**config.mk**
```make
export PLATFORM = sky130hd
export DESIGN_NAME = spi_master_arbiter
export DESIGN_NICKNAME = d
export VERILOG_FILES = /design/src/rtl/spi_master_arbiter_pkg.sv /design/src/rtl/spi_rr_select.sv /design/src/rtl/spi_master_arbiter.sv
export SDC_FILE = /design/constraint.sdc
export NUM_CORES = 1
export LEC_CHECK = 0
export ABC_AREA = 1
export BUFFER_PORTS_ARGS = -buffer_cell sky130_fd_sc_hd__buf_2
export CELL_PAD_IN_SITES_DETAIL_PLACEMENT = 0
export CELL_PAD_IN_SITES_GLOBAL_PLACEMENT = 1
export CORE_MARGIN = 1
export CORE_UTILIZATION = 34
export CTS_BUF_LIST = sky130_fd_sc_hd__clkbuf_8 sky130_fd_sc_hd__clkbuf_16
export DETAILED_ROUTE_END_ITERATION = 6
export PLACE_DENSITY = 0.84
export SLEW_MARGIN = 20
export SYNTH_ARGS = -nofsm -noshare
export SYNTH_HDL_FRONTEND = slang
export SYNTH_SLANG_ARGS = --single-unit
```
**constraint.sdc**
```tcl
create_clock -name clk -period 2.5 [get_ports clk]
set_input_delay 0.25 -clock clk [delete_from_list [all_inputs] [get_ports clk]]
set_output_delay 0.25 -clock clk [all_outputs]
set_load 0.02 [all_outputs]
```
**src/rtl/spi_master_arbiter_pkg.sv**
```systemverilog
// Shared state encoding and defaults for the SPI master arbiter.
package spi_master_arbiter_pkg;

    localparam int unsigned DefaultDataWidth = 8;

    typedef enum logic [1:0] {
        StIdle     = 2'd0,
        StStart    = 2'd1,
        StWaitBusy = 2'd2,
        StWaitDone = 2'd3
    } arb_state_e;

endpackage

```
**src/rtl/spi_rr_select.sv**
```systemverilog
// Combinational round-robin picker: first asserted request at or after the pointer, wrapping.
module spi_rr_select #(
    parameter int unsigned N_REQ    = 4,
    parameter int unsigned ID_WIDTH = $clog2(N_REQ)
) (
    input  logic [N_REQ-1:0]    i_req,
    input  logic [ID_WIDTH-1:0] i_ptr,
    output logic                o_valid,
    output logic [ID_WIDTH-1:0] o_idx
);

    logic [ID_WIDTH-1:0] w_cand;

    always_comb begin
        o_valid = 1'b0;
        o_idx   = '0;
        w_cand  = '0;
        for (int unsigned i = 0; i < N_REQ; i++) begin
            w_cand = ID_WIDTH'((32'(i_ptr) + i) % N_REQ);
            if (!o_valid && i_req[w_cand]) begin
                o_valid = 1'b1;
                o_idx   = w_cand;
            end
        end
    end

endmodule

```
**src/rtl/spi_master_arbiter.sv**
```systemverilog
// Round-robin arbiter sharing one byte-level SPI master driver among N_REQ requesters.
// Define SPI_MASTER_ARBITER_TIMEOUT_EN to bound the wait for the driver to accept a start.
module spi_master_arbiter
    import spi_master_arbiter_pkg::*;
#(
    parameter int unsigned N_REQ         = 4,
    parameter int unsigned DATA_WIDTH    = DefaultDataWidth,
    parameter int unsigned ID_WIDTH      = $clog2(N_REQ),
    parameter int unsigned START_TIMEOUT = 16
) (
    input  logic                        clk,
    input  logic                        rst,
    input  logic [N_REQ-1:0]            i_req,
    input  logic [N_REQ*DATA_WIDTH-1:0] i_req_data,
    input  logic [N_REQ-1:0]            i_lock,
    output logic [N_REQ-1:0]            o_ack,
    output logic [DATA_WIDTH-1:0]       o_rsp_data,
    output logic [ID_WIDTH-1:0]         o_grant_id,
    output logic                        o_busy,
    output logic                        o_err,
    output logic                        o_drv_start,
    output logic [DATA_WIDTH-1:0]       o_drv_data_in,
    input  logic [DATA_WIDTH-1:0]       i_drv_data_out,
    input  logic                        i_drv_ready
);

    arb_state_e            r_state;
    logic [ID_WIDTH-1:0]   r_ptr;
    logic [ID_WIDTH-1:0]   r_grant_id;
    logic                  r_locked;
    logic                  r_drv_start;
    logic [N_REQ-1:0]      r_ack;
    logic [DATA_WIDTH-1:0] r_rsp_data;
    logic [DATA_WIDTH-1:0] r_drv_data;

    logic                  w_sel_valid;
    logic [ID_WIDTH-1:0]   w_sel_idx;
    logic                  w_hold;
    logic                  w_pick_valid;
    logic [ID_WIDTH-1:0]   w_pick_idx;
    logic [DATA_WIDTH-1:0] w_pick_data;
    logic [N_REQ-1:0]      w_grant_oh;
    logic [ID_WIDTH-1:0]   w_next_ptr;
    logic                  w_timeout;

    spi_rr_select #(
        .N_REQ    (N_REQ),
        .ID_WIDTH (ID_WIDTH)
    ) u_rr_select (
        .i_req   (i_req),
        .i_ptr   (r_ptr),
        .o_valid (w_sel_valid),
        .o_idx   (w_sel_idx)
    );

    // A lock only holds while its owner keeps requesting; otherwise round-robin takes over.
    assign w_hold       = r_locked && i_req[r_grant_id];
    assign w_pick_valid = w_hold || w_sel_valid;
    assign w_pick_idx   = w_hold ? r_grant_id : w_sel_idx;
    assign w_grant_oh   = {{(N_REQ-1){1'b0}}, 1'b1} << r_grant_id;
    assign w_next_ptr   = (r_grant_id == ID_WIDTH'(N_REQ - 1)) ? '0 : r_grant_id + 1'b1;

    always_comb begin
        w_pick_data = '0;
        for (int i = 0; i < N_REQ; i++) begin
            if (w_pick_idx == ID_WIDTH'(i)) begin
                w_pick_data = i_req_data[i*DATA_WIDTH +: DATA_WIDTH];
            end
        end
    end

`ifdef SPI_MASTER_ARBITER_TIMEOUT_EN
    localparam int unsigned CntWidth = $clog2(START_TIMEOUT + 1);

    logic [CntWidth-1:0] r_cnt;
    logic                r_err;

    assign w_timeout = i_drv_ready && (r_cnt == CntWidth'(START_TIMEOUT - 1));

    always_ff @(posedge clk or posedge rst) begin
        if (rst) begin
            r_cnt <= '0;
            r_err <= 1'b0;
        end else begin
            r_cnt <= (r_state == StWaitBusy) ? r_cnt + 1'b1 : '0;
            if (r_state == StWaitBusy && w_timeout) begin
                r_err <= 1'b1;
            end
        end
    end

    assign o_err = r_err;
`else
    logic w_unused_timeout;

    assign w_unused_timeout = (START_TIMEOUT == 0);
    assign w_timeout        = 1'b0;
    assign o_err            = 1'b0;
`endif

    always_ff @(posedge clk or posedge rst) begin
        if (rst) begin
            r_state     <= StIdle;
            r_ptr       <= '0;
            r_grant_id  <= '0;
            r_locked    <= 1'b0;
            r_drv_start <= 1'b0;
            r_ack       <= '0;
            r_rsp_data  <= '0;
            r_drv_data  <= '0;
        end else begin
            r_ack       <= '0;
            r_drv_start <= 1'b0;
            case (r_state)
                StIdle: begin
                    // Skip the ack cycle so the acked requester can drop req or stage its next byte.
                    if (r_ack == '0) begin
                        r_locked <= w_hold;
                        if (w_pick_valid) begin
                            r_grant_id <= w_pick_idx;
                            r_drv_data <= w_pick_data;
                            r_state    <= StStart;
                        end
                    end
                end
                StStart: begin
                    if (r_drv_start) begin
                        r_state <= StWaitBusy;
                    end else if (i_drv_ready) begin
                        r_drv_start <= 1'b1;
                    end
                end
                StWaitBusy: begin
                    if (!i_drv_ready) begin
                        r_state <= StWaitDone;
                    end else if (w_timeout) begin
                        r_ack    <= w_grant_oh;
                        r_locked <= 1'b0;
                        r_ptr    <= w_next_ptr;
                        r_state  <= StIdle;
                    end
                end
                StWaitDone: begin
                    if (i_drv_ready) begin
                        r_rsp_data <= i_drv_data_out;
                        r_ack      <= w_grant_oh;
                        r_locked   <= i_lock[r_grant_id];
                        if (!i_lock[r_grant_id]) begin
                            r_ptr <= w_next_ptr;
                        end
                        r_state <= StIdle;
                    end
                end
                default: r_state <= StIdle;
            endcase
        end
    end

    assign o_ack         = r_ack;
    assign o_rsp_data    = r_rsp_data;
    assign o_grant_id    = r_grant_id;
    assign o_busy        = (r_state != StIdle);
    assign o_drv_start   = r_drv_start;
    assign o_drv_data_in = r_drv_data;

endmodule
```
==> run_results.csv, run 1 <==
group,metric,value,unit
status,outcome,"finished clean",
sta,fin_tns_setup,0,ns
sta,hold_viol_final,0,
detailed_routing,drt-wirelength-per-cell,12.4,um
detailed_routing,drt_first_pass_iters,4,
grt,gr-total-overflow,0,
critical_path,critical_path.reg2reg.startpoint,"r_ptr[0]$_DFFE_PP0P_",
die,io_pins,76,
sta,slew-limit-headroom,0.652,
grt,grt_antenna_before_repair,0,
sta,finalCritPeriodShare,0.857,
sta,slew_violations,0,
sta,finalWorstPathRequiredPeriod,2.14,ns
logic_synthesis,yosysTopAreaCellShare,0.363,
detailed_routing,detail_route.iter0.violations,116,
detailed_routing,ant_nets,0,
cts,worst_setup_hold_path_clk_slew,0.11,ns
critical_path,worst_r2r_endpoint,"o_drv_data_in[1]$_DFFE_PP0P_",
finish,fin_util,0.443,
cts,htree_levels,1,
finish,stdcell_area,0.00243,mm2
logic_synthesis,synth-main-ff-cell,"sky130_fd_sc_hd__dfrtp_1",
placement,place.port_buffers,74,
die,placeable_core_area,0.00547,mm2
critical_path,critical_path_peak_fanout,18,
placement,post-place-cells,385,
logic_synthesis,synth.net_count,303,
cts,cts_buffers,3,
power,power.static_leakage,1.31,nW
critical_path,cp_data_arrival_time,2.32,ns
logic_synthesis,synth-edff-count,0,
critical_path,cp-end-kind,"flop",
grt,first_global_vias,1696,
min_path,timing.hold.worst.class,"in -> async",
die,num_rows,27,
cts,number_of_gates_resized_after_cts,0,
cts,cts_root_buf,"sky130_fd_sc_hd__clkbuf_8",
logic_synthesis,yosysSeqAreaShare,0.363,
die,floorplan.die.height,77.3,um
logic_synthesis,postSynthRegisterBits,28,
placement,replace_congestion,0.899,
detailed_routing,drt-total-wl,4820,um
grt,grt_max_degree,29,
finish,area_growth_syn_to_layout,25.7,%
grt,grt_util_all_layers,0.160,
sta,timing.clock.skew,0.0118,ns
finish,antenna_diode_count,0,
critical_path,start_kind,"flop",
critical_path,r2r_slack,0.36,ns
critical_path,timing.reg2reg.worst_path_depth,13,
placement,pre_cts_ws,0.402,ns
finish,layoutNonFillerInstCount,389,
power,finalPower,3.42,mW
detailed_routing,viasPerCell,4.86,
finish,register_area,701,um2
power,ir_worst_vdd,587,uV
logic_synthesis,async_flop_share,1.00,
sta,layout_setup_ws,0.359,ns
finish,layout-drive-gt1-share,0.372,
sta,max_slew.worst_pin.slew,0.517,ns
cts,cts_setup_buffers,0,
power,p_per_area,1410,mW/mm2
critical_path,criticalPathCategory,"reg -> reg",
finish,nFillCells,587,
die,initial_core_utilization,0.353,
logic_synthesis,cell_type_with_the_largest_total_area_after_synthesis,"sky130_fd_sc_hd__dfrtp_1",
logic_synthesis,post_synth_num_cell_types,35,
finish,area_occupied_by_multi_input_gates,0.00108,mm2
finish,final_net_count,378,
grt,grt_first_pass_wirelength,7550,um
sta,report.final.setup_viol,0,
logic_synthesis,cells_taking_the_most_area_after_synthesis,"sky130_fd_sc_hd__dfrtp_1 36%, sky130_fd_sc_hd__nand2_1 13%, sky130_fd_sc_hd__ha_1 5.8%, sky130_fd_sc_hd__nand4_1 5.5%, sky130_fd_sc_hd__nand3_1 5.2%",
flow_run,cap_violations,0,
die,die-width,77.3,um
logic_synthesis,synthesized_cell_area,0.00193,mm2
sta,rsz0062_at_grt,"no",
cts,hold_buffers,0,
critical_path,critical_path_required,2.68,ns
placement,place.detailed.hpwl,3790,um
sta,fmaxAchievable,467,MHz
sta,holdWs,0.0229,ns
detailed_routing,num_vias,1891,
logic_synthesis,yosysWarnings,0,
placement,place_area,0.00235,mm2
cts,clock_insertion_delay_worst_skew,0.28,ns
cts,cts_tree,"built",
die,dieArea,0.00598,mm2
detailed_routing,drc,0,
cts,clock-sinks,28,
logic_synthesis,synth_area_per_cell,7.94,um2
logic_synthesis,syn-instance-count,243,
cts,clk_path_buf_depth,2,
-- layout by cell type (no fill, tap or decap), types with 2 or more instances in the layout --
cell type	instances
sky130_fd_sc_hd__a21oi_1	8
sky130_fd_sc_hd__nor2_4	2
sky130_fd_sc_hd__nand2_1	68
sky130_fd_sc_hd__o21ai_0	4
sky130_fd_sc_hd__clkbuf_8	3
sky130_fd_sc_hd__o21ai_1	4
sky130_fd_sc_hd__nand3_2	3
sky130_fd_sc_hd__dfrtp_1	28
sky130_fd_sc_hd__nand2_2	12
sky130_fd_sc_hd__nand4_1	17
sky130_fd_sc_hd__buf_4	3
sky130_fd_sc_hd__nand3_1	20
sky130_fd_sc_hd__inv_1	19
sky130_fd_sc_hd__mux2_2	8
sky130_fd_sc_hd__ha_1	9
sky130_fd_sc_hd__inv_2	5
sky130_fd_sc_hd__nand2_4	3
sky130_fd_sc_hd__buf_2	74
sky130_fd_sc_hd__nor2_1	12
-- sequential cells by signal (all words and copies together) (netlist names) --
register	count
o_grant_id	2
r_locked	1
o_drv_data_in	8
o_rsp_data	8
o_drv_start	1
o_ack	4
r_state	2
r_ptr	2
-- cell usage after synthesis (all sizes together) (6+ instances only) --
library cell,number
nand4,17
buf,6
a21oi,8
inv,24
nand3,24
nand2,84
ha,9
o21ai,8
dfrtp,28
nor2,15
mux2,8
-- logic make-up after synthesis --
kind of cell | synth area share
and+or+nand+nor | 0.382
muxes | 0.0467
adders and majority gates | 0.0584
buffers and inverters | 0.0765
DFF | 0.363
other | 0.00194
AOI/OAI and AO/OA | 0.0713
-- how the worst max path moves through the flow --
| stage | from | cells after the start | endpoint |
|---|---|---|---|
| after floorplan | o_grant_id[0]$_DFFE_PP0P_ | 13 | o_drv_data_in[1]$_DFFE_PP0P_ |
| after global placement | r_ptr[0]$_DFFE_PP0P_ | 13 | o_drv_data_in[0]$_DFFE_PP0P_ |
| after detailed placement | r_ptr[0]$_DFFE_PP0P_ | 13 | o_drv_data_in[1]$_DFFE_PP0P_ |
| after CTS | r_ptr[0]$_DFFE_PP0P_ | 13 | o_drv_data_in[1]$_DFFE_PP0P_ |
| after global routing | r_ptr[0]$_DFFE_PP0P_ | 14 | o_drv_data_in[0]$_DFFE_PP0P_ |
| final | r_ptr[0]$_DFFE_PP0P_ | 13 | o_drv_data_in[1]$_DFFE_PP0P_ |
-- power breakdown --
| group | total (mW) | leakage (nW) | switching, mW | internal [mW] |
|---|---|---|---|---|
| combinational | 2.25 | 0.925 | 1.45 | 0.797 |
| sequential | 0.814 | 0.348 | 0.164 | 0.650 |
| clock | 0.360 | 0.0357 | 0.146 | 0.214 |
| total | 3.42 | 1.31 | 1.76 | 1.66 |
-- routing by layer --
layer	track usage	up-vias	part of all wire
met3	0.0141	10	0.036
met2	0.299	63	0.53
met1	0.187	870	0.41
met5	0	-	0
li1	-	948	-
met4	0.0585	0	0.023
-- critical path, cell delays in order, from the launching register on --
cell,delay (ns)
sky130_fd_sc_hd__dfrtp_1,0.56
sky130_fd_sc_hd__inv_2,0.14
sky130_fd_sc_hd__nand2_1,0.12
sky130_fd_sc_hd__nand3_1,0.12
sky130_fd_sc_hd__nand2_2,0.14
sky130_fd_sc_hd__nor2_4,0.06
sky130_fd_sc_hd__nand3_2,0.06
sky130_fd_sc_hd__nand2_2,0.06
sky130_fd_sc_hd__o21bai_4,0.37
sky130_fd_sc_hd__nor2_4,0.12
sky130_fd_sc_hd__nand2_1,0.08
sky130_fd_sc_hd__nand4_1,0.09
sky130_fd_sc_hd__nand2_1,0.08
sky130_fd_sc_hd__nand2_1,0.05
-- area by class of cell --
class                   count  area share
clock inverters             1      0.0124
multi-input cells         184       0.446
well taps                  72      0.0371
clock buffers               3      0.0170
repair buffers             77       0.162
inverters                  24      0.0371
flip-flops and latches     28       0.289
Power figures use the tool's default switching activity.
==> run 2, diff against run 1 <==
BUFFER_PORTS_ARGS = -buffer_cell sky130_fd_sc_hd__buf_4   (was -buffer_cell sky130_fd_sc_hd__buf_2)
==> run_results.csv, run 2 (synthesis gave the netlist of run 1 again) <==
group,metric,value,unit
die,die-width,77.3,um
critical_path,worst_r2r_endpoint,"o_drv_data_in[1]$_DFFE_PP0P_",
critical_path,criticalPathCategory,"reg -> reg",
power,netSwitchingFraction,0.512,
die,dieArea,0.00598,mm2
power,finalPower,3.47,mW
sta,finalWorstPathRequiredPeriod,2.13,ns
critical_path,crit_top_cell,"sky130_fd_sc_hd__nand2_1",
cts,htree_levels,1,
critical_path,crit_chain,"inv_2 -> nand2_1 -> nand3_1 -> nand2_2 -> nor2_4 -> nand3_2 -> nand2_2 -> o21bai_4 -> nor2_4 -> nand2_1 -> nand4_1 -> nand2_1 -> nand2_1",
cts,cts_tree,"built",
sta,fmaxAchievable,469,MHz
critical_path,timing.reg2reg.worst_path_depth,13,
detailed_routing,num_vias,1894,
cts,hold_buffers,0,
critical_path,crit_path_top_delay_cell,"sky130_fd_sc_hd__dfrtp_1",
placement,replace_congestion,0.916,
power,seq_power_share,0.236,
detailed_routing,detail_route.iter0.violations,75,
grt,grt_max_degree,29,
sta,hold_viol_final,0,
min_path,timing.hold.worst.class,"in -> async",
critical_path,cpLargestDelayFamily,"simple AND/OR/NAND/NOR gates",
sta,holdWs,0.0358,ns
cts,clock-sinks,28,
critical_path,slowest_delay,0.54,ns
die,initial_core_utilization,0.353,
detailed_routing,drt-wirelength-per-cell,12.7,um
sta,slew_violations,0,
finish,layout-drive-gt1-share,0.372,
detailed_routing,drt-total-wl,4950,um
finish,final_common_cell,"sky130_fd_sc_hd__buf_4",
power,pwr-share-clk,0.083,
die,num_rows,27,
cts,number_of_gates_resized_after_cts,0,
critical_path,cp-end-kind,"flop",
power,share_comb_of_total_power,0.681,
flow_run,cap_violations,0,
power,power.static_leakage,1.36,nW
critical_path,timing.critical_path.buf_inv,1,
detailed_routing,drc,0,
sta,max_slew.worst_pin.slew,0.526,ns
critical_path,critical_path_required,2.68,ns
detailed_routing,drt_first_pass_iters,4,
finish,layout_common_cells,"77 x sky130_fd_sc_hd__buf_4, 68 x sky130_fd_sc_hd__nand2_1, 28 x sky130_fd_sc_hd__dfrtp_1",
detailed_routing,viasPerCell,4.87,
status,outcome,"finished clean",
sta,timing.clock.skew,0.00211,ns
detailed_routing,ant_nets,0,
power,p_per_area,1340,mW/mm2
grt,grt_util_all_layers,0.165,
cts,cts_buffers,3,
die,floorplan.die.height,77.3,um
power,ir_worst_vdd,581,uV
power,netSwitchingPower,1.77,mW
sta,report.final.setup_viol,0,
cts,worst_setup_hold_path_clk_slew,0.10,ns
placement,place.detailed.hpwl,4000,um
finish,antenna_diode_count,0,
finish,nFillCells,559,
grt,grt_first_pass_wirelength,7940,um
sta,slew-limit-headroom,0.646,
sta,rsz0062_at_grt,"no",
critical_path,critical_path_peak_fanout,18,
cts,cts_setup_buffers,0,
critical_path,critical_path.reg2reg.startpoint,"r_ptr[0]$_DFFE_PP0P_",
placement,place.port_buffers,74,
cts,clk_path_buf_depth,2,
finish,area_growth_syn_to_layout,34.5,%
finish,final_net_count,378,
critical_path,start_kind,"flop",
grt,first_global_vias,1766,
power,cellInternalPower,1.69,mW
sta,finalCritPeriodShare,0.854,
cts,cts_root_buf,"sky130_fd_sc_hd__clkbuf_8",
critical_path,cp_data_arrival_time,2.31,ns
die,placeable_core_area,0.00547,mm2
critical_path,r2r_slack,0.37,ns
grt,grt_antenna_before_repair,0,
grt,gr-total-overflow,0,
sta,fin_tns_setup,0,ns
cts,clock_insertion_delay_worst_skew,0.27,ns
die,io_pins,76,
==> run 2: cell types whose count changed in the layout (fill, tap and decap cells not counted), sizes merged <==
cell,change
bufinv,-1
clkbuf,+1
==> run 2: metrics by stage <==
step | std cells | setup WS, ns | utilization | instance area (um2)
finish | 389 | 0.366 | 0.474 | 2590
floorplan | 243 | 0.600 | - | 1930
global placement | 385 | 0.362 | 0.464 | 2540
CTS | 389 | 0.354 | 0.474 | 2590
global route | 389 | 0.125 | 0.474 | 2590
detailed placement | 385 | 0.377 | 0.464 | 2540
==> run 2: cell type report <==
class | count | area (um2) | area share
Timing Repair Buffer | 77 | 578 | 0.223
Sequential cell | 28 | 701 | 0.270
Tap cell | 72 | 90.1 | 0.0347
Clock buffer | 4 | 55.1 | 0.0212
Multi-Input combinational cell | 184 | 1080 | 0.417
Inverter | 24 | 90.1 | 0.0347
==> run 2: worst max path at each step <==
stage	to	cells past startpoint	slack (ns)	startpoint
floorplan	o_drv_data_in[1]$_DFFE_PP0P_	13	0.60	o_grant_id[0]$_DFFE_PP0P_
global placement	o_grant_id[0]$_DFFE_PP0P_	12	0.36	r_ptr[0]$_DFFE_PP0P_
detailed placement	o_grant_id[0]$_DFFE_PP0P_	12	0.38	r_ptr[0]$_DFFE_PP0P_
CTS	o_grant_id[0]$_DFFE_PP0P_	12	0.35	r_ptr[0]$_DFFE_PP0P_
global route	o_drv_data_in[3]$_DFFE_PP0P_	14	0.12	r_ptr[0]$_DFFE_PP0P_
finish	o_drv_data_in[1]$_DFFE_PP0P_	13	0.37	r_ptr[0]$_DFFE_PP0P_
==> run 2: metal layers <==
metal / share of wire / GRT usage
met1: 0.41 / 0.207
met2: 0.54 / 0.301
met3: 0.030 / 0.0141
met4: 0.018 / 0.0415
met5: 0 / 0
==> run 2: worst reg2reg max path, stage by stage, from the launching register on <==
cell and delay, ns:
sky130_fd_sc_hd__dfrtp_1 0.54, sky130_fd_sc_hd__inv_2 0.14, sky130_fd_sc_hd__nand2_1 0.12, sky130_fd_sc_hd__nand3_1 0.13, sky130_fd_sc_hd__nand2_2 0.15, sky130_fd_sc_hd__nor2_4 0.06, sky130_fd_sc_hd__nand3_2 0.06, sky130_fd_sc_hd__nand2_2 0.06
sky130_fd_sc_hd__o21bai_4 0.36, sky130_fd_sc_hd__nor2_4 0.13, sky130_fd_sc_hd__nand2_1 0.08, sky130_fd_sc_hd__nand4_1 0.09, sky130_fd_sc_hd__nand2_1 0.07, sky130_fd_sc_hd__nand2_1 0.05
==> run 2: power by group through the flow <==
| stage | clock network, mW | logic (mW) | registers, mW |
|---|---|---|---|
| final | 0.287 | 2.36 | 0.818 |
| after floorplan | 0 | 1.66 | 0.966 |
| after global routing | 0.317 | 2.63 | 0.847 |
| after detailed placement | 0 | 2.37 | 0.829 |
| after global placement | 0 | 2.35 | 0.819 |
| after CTS | 0.295 | 2.38 | 0.822 |
==> run 3, diff against run 2 <==
ABC_AREA = unset   (was 1)
CORE_UTILIZATION = 36   (was 34)
==> run_results.csv, run 3 <==
group,metric,value,unit
sta,max_slew.worst_pin.slew,1.01,ns
detailed_routing,num_vias,1449,
placement,pre_cts_ws,0.199,ns
cts,worst_setup_hold_path_clk_slew,0.10,ns
placement,replace_congestion,0.701,
detailed_routing,detail_route.iter0.violations,33,
logic_synthesis,synth_common_cells,"28 x sky130_fd_sc_hd__dfrtp_1, 18 x sky130_fd_sc_hd__mux2i_1, 12 x sky130_fd_sc_hd__mux2_2, 10 x sky130_fd_sc_hd__nand2_1",
power,ir_worst_vdd,500,uV
detailed_routing,drt-total-wl,3900,um
logic_synthesis,postSynthRegisterBits,28,
grt,grt_max_degree,29,
detailed_routing,drt-wirelength-per-cell,13.0,um
logic_synthesis,yosysSeqAreaShare,0.386,
sta,rsz0062_at_grt,"no",
cts,cts_setup_buffers,0,
finish,stdcell_area,0.00248,mm2
placement,place.detailed.hpwl,3030,um
logic_synthesis,synth-main-ff-cell,"sky130_fd_sc_hd__dfrtp_1",
die,num_rows,25,
die,floorplan.die.height,73.0,um
finish,final_net_count,295,
sta,finalCritPeriodShare,0.920,
logic_synthesis,syn-instance-count,158,
cts,clock-sinks,28,
sta,timing.clock.skew,0.0120,ns
critical_path,critical_path_required,2.71,ns
logic_synthesis,synth.net_count,218,
finish,layout-drive-gt1-share,0.474,
sta,fmaxAchievable,435,MHz
die,initial_core_utilization,0.379,
power,seq_power_share,0.283,
die,dieArea,0.00533,mm2
grt,gr-total-overflow,0,
critical_path,start_kind,"flop",
critical_path,cp_data_arrival_time,2.51,ns
logic_synthesis,cells_taking_the_most_area_after_synthesis,"sky130_fd_sc_hd__dfrtp_1 39%, sky130_fd_sc_hd__mux2i_1 9.9%, sky130_fd_sc_hd__mux2_2 7.4%, sky130_fd_sc_hd__ha_1 6.2%, sky130_fd_sc_hd__mux2_4 5.8%",
detailed_routing,drc,0,
critical_path,critical_path.reg2reg.startpoint,"o_grant_id[0]$_DFFE_PP0P_",
finish,layoutNonFillerInstCount,301,
critical_path,r2r_slack,0.20,ns
power,netSwitchingPower,1.15,mW
logic_synthesis,synth-edff-count,0,
sta,report.final.setup_viol,0,
power,pwr-share-clk,0.101,
die,io_pins,76,
cts,cts_root_buf,"sky130_fd_sc_hd__clkbuf_8",
cts,cts_buffers,3,
sta,layout_setup_ws,0.200,ns
grt,grt_antenna_before_repair,0,
power,p_per_area,1120,mW/mm2
status,outcome,"finished clean",
cts,clk_path_buf_depth,2,
cts,clock_insertion_delay_worst_skew,0.27,ns
grt,grt_util_all_layers,0.153,
sta,hold_viol_final,0,
critical_path,worst_r2r_endpoint,"o_drv_data_in[0]$_DFFE_PP0P_",
cts,htree_levels,1,
critical_path,criticalPathCategory,"reg -> reg",
sta,holdWs,0.0279,ns
finish,final_common_cell,"sky130_fd_sc_hd__buf_4",
logic_synthesis,yosysTopAreaCellShare,0.386,
finish,nFillCells,448,
power,share_comb_of_total_power,0.616,
cts,number_of_gates_resized_after_cts,0,
logic_synthesis,yosysWarnings,0,
critical_path,critical_path_peak_fanout,17,
die,placeable_core_area,0.00479,mm2
cts,cts_tree,"built",
flow_run,cap_violations,0,
detailed_routing,viasPerCell,4.81,
finish,fin_util,0.519,
die,die-width,73.0,um
finish,layout_common_cells,"79 x sky130_fd_sc_hd__buf_4, 28 x sky130_fd_sc_hd__dfrtp_1, 18 x sky130_fd_sc_hd__mux2i_1",
grt,grt_first_pass_wirelength,6440,um
power,power.static_leakage,1.25,nW
critical_path,cp-end-kind,"flop",
logic_synthesis,post_synth_num_cell_types,42,
detailed_routing,ant_nets,0,
logic_synthesis,synth_area_per_cell,11.5,um2
logic_synthesis,synthesized_cell_area,0.00182,mm2
logic_synthesis,cell_type_with_the_largest_total_area_after_synthesis,"sky130_fd_sc_hd__dfrtp_1",
sta,finalWorstPathRequiredPeriod,2.30,ns
cts,hold_buffers,0,
logic_synthesis,synth.most_common_cell,"sky130_fd_sc_hd__dfrtp_1",
logic_synthesis,async_flop_share,1.00,
power,netSwitchingFraction,0.414,
power,finalPower,2.79,mW
finish,area_growth_syn_to_layout,36.8,%
placement,place_area,0.00243,mm2
sta,slew-limit-headroom,0.324,
placement,place.port_buffers,74,
grt,first_global_vias,1486,
detailed_routing,drt_first_pass_iters,4,
critical_path,timing.reg2reg.worst_path_depth,6,
sta,slew_violations,0,
power,cellInternalPower,1.64,mW
min_path,timing.hold.worst.class,"in -> async",
finish,antenna_diode_count,0,
sta,fin_tns_setup,0,ns
placement,post-place-cells,297,
run 3: cell types whose count changed after synthesis, sizes merged, moves of 3 or more:
cell   change
nand2     -74
nand3     -23
mux2i     +20
nand4     -17
inv       -16
mux2      +12
nor2       -6
o21ai      +5
and3       +4
a21oi      -3
run 3: layout make-up:
type | instances | area (um2) | area share
clock buffer | 4 | 55.1 | 0.0222
inverter | 8 | 30.0 | 0.0121
multi-input combinational | 115 | 1020 | 0.411
sequential | 28 | 701 | 0.282
tap | 67 | 83.8 | 0.0338
timing repair buffer | 79 | 593 | 0.239
run 3: power by group through the flow:
stage / Clock (mW) / Combinational (mW) / Sequential [mW]
after floorplan: 0 / 1.06 / 0.979
after global placement: 0 / 1.71 / 0.795
after detailed placement: 0 / 1.74 / 0.798
after CTS: 0.288 / 1.74 / 0.791
after global routing: 0.300 / 1.88 / 0.824
final: 0.282 / 1.72 / 0.790
run 3: worst max path at each step:
stage | slack (ns) | from | to
6_report | 0.20 | o_grant_id[0]$_DFFE_PP0P_ | o_drv_data_in[0]$_DFFE_PP0P_
5_1_grt | 0.02 | o_grant_id[0]$_DFFE_PP0P_ | o_drv_data_in[5]$_DFFE_PP0P_
4_1_cts | 0.19 | o_grant_id[0]$_DFFE_PP0P_ | o_drv_data_in[5]$_DFFE_PP0P_
3_5_place_dp | 0.20 | o_grant_id[0]$_DFFE_PP0P_ | o_drv_data_in[3]$_DFFE_PP0P_
3_3_place_gp | 0.26 | o_grant_id[0]$_DFFE_PP0P_ | o_drv_data_in[5]$_DFFE_PP0P_
2_1_floorplan | 0.34 | o_grant_id[0]$_DFFE_PP0P_ | o_grant_id[0]$_DFFE_PP0P_
run 3: cell families after synthesis:
kind of cell | synth area share
buffers and inverters | 0.0565
DFF | 0.386
adders and majority gates | 0.0620
AOI/OAI and AO/OA | 0.118
other | 0.00207
and+or+nand+nor | 0.103
muxes | 0.272
run 3: critical path, cell delays in order, from the launching register on:
cell and delay (ns):
sky130_fd_sc_hd__dfrtp_1 0.39, sky130_fd_sc_hd__mux2i_2 0.26, sky130_fd_sc_hd__nor3b_2 0.10, sky130_fd_sc_hd__o31ai_4 0.88, sky130_fd_sc_hd__mux2i_1 0.18, sky130_fd_sc_hd__mux2_2 0.30, sky130_fd_sc_hd__o21ai_1 0.12
run 3: routing by layer:
| metal | GRT usage | wire [um] | vias to the layer above |
|---|---|---|---|
| met1 | 0.200 | 1780 | 685 |
| li1 | - | - | 719 |
| met4 | 0.0458 | 27 | 0 |
| met2 | 0.263 | 1930 | 43 |
| met3 | 0.0193 | 163 | 2 |
| met5 | 0 | 0 | - |
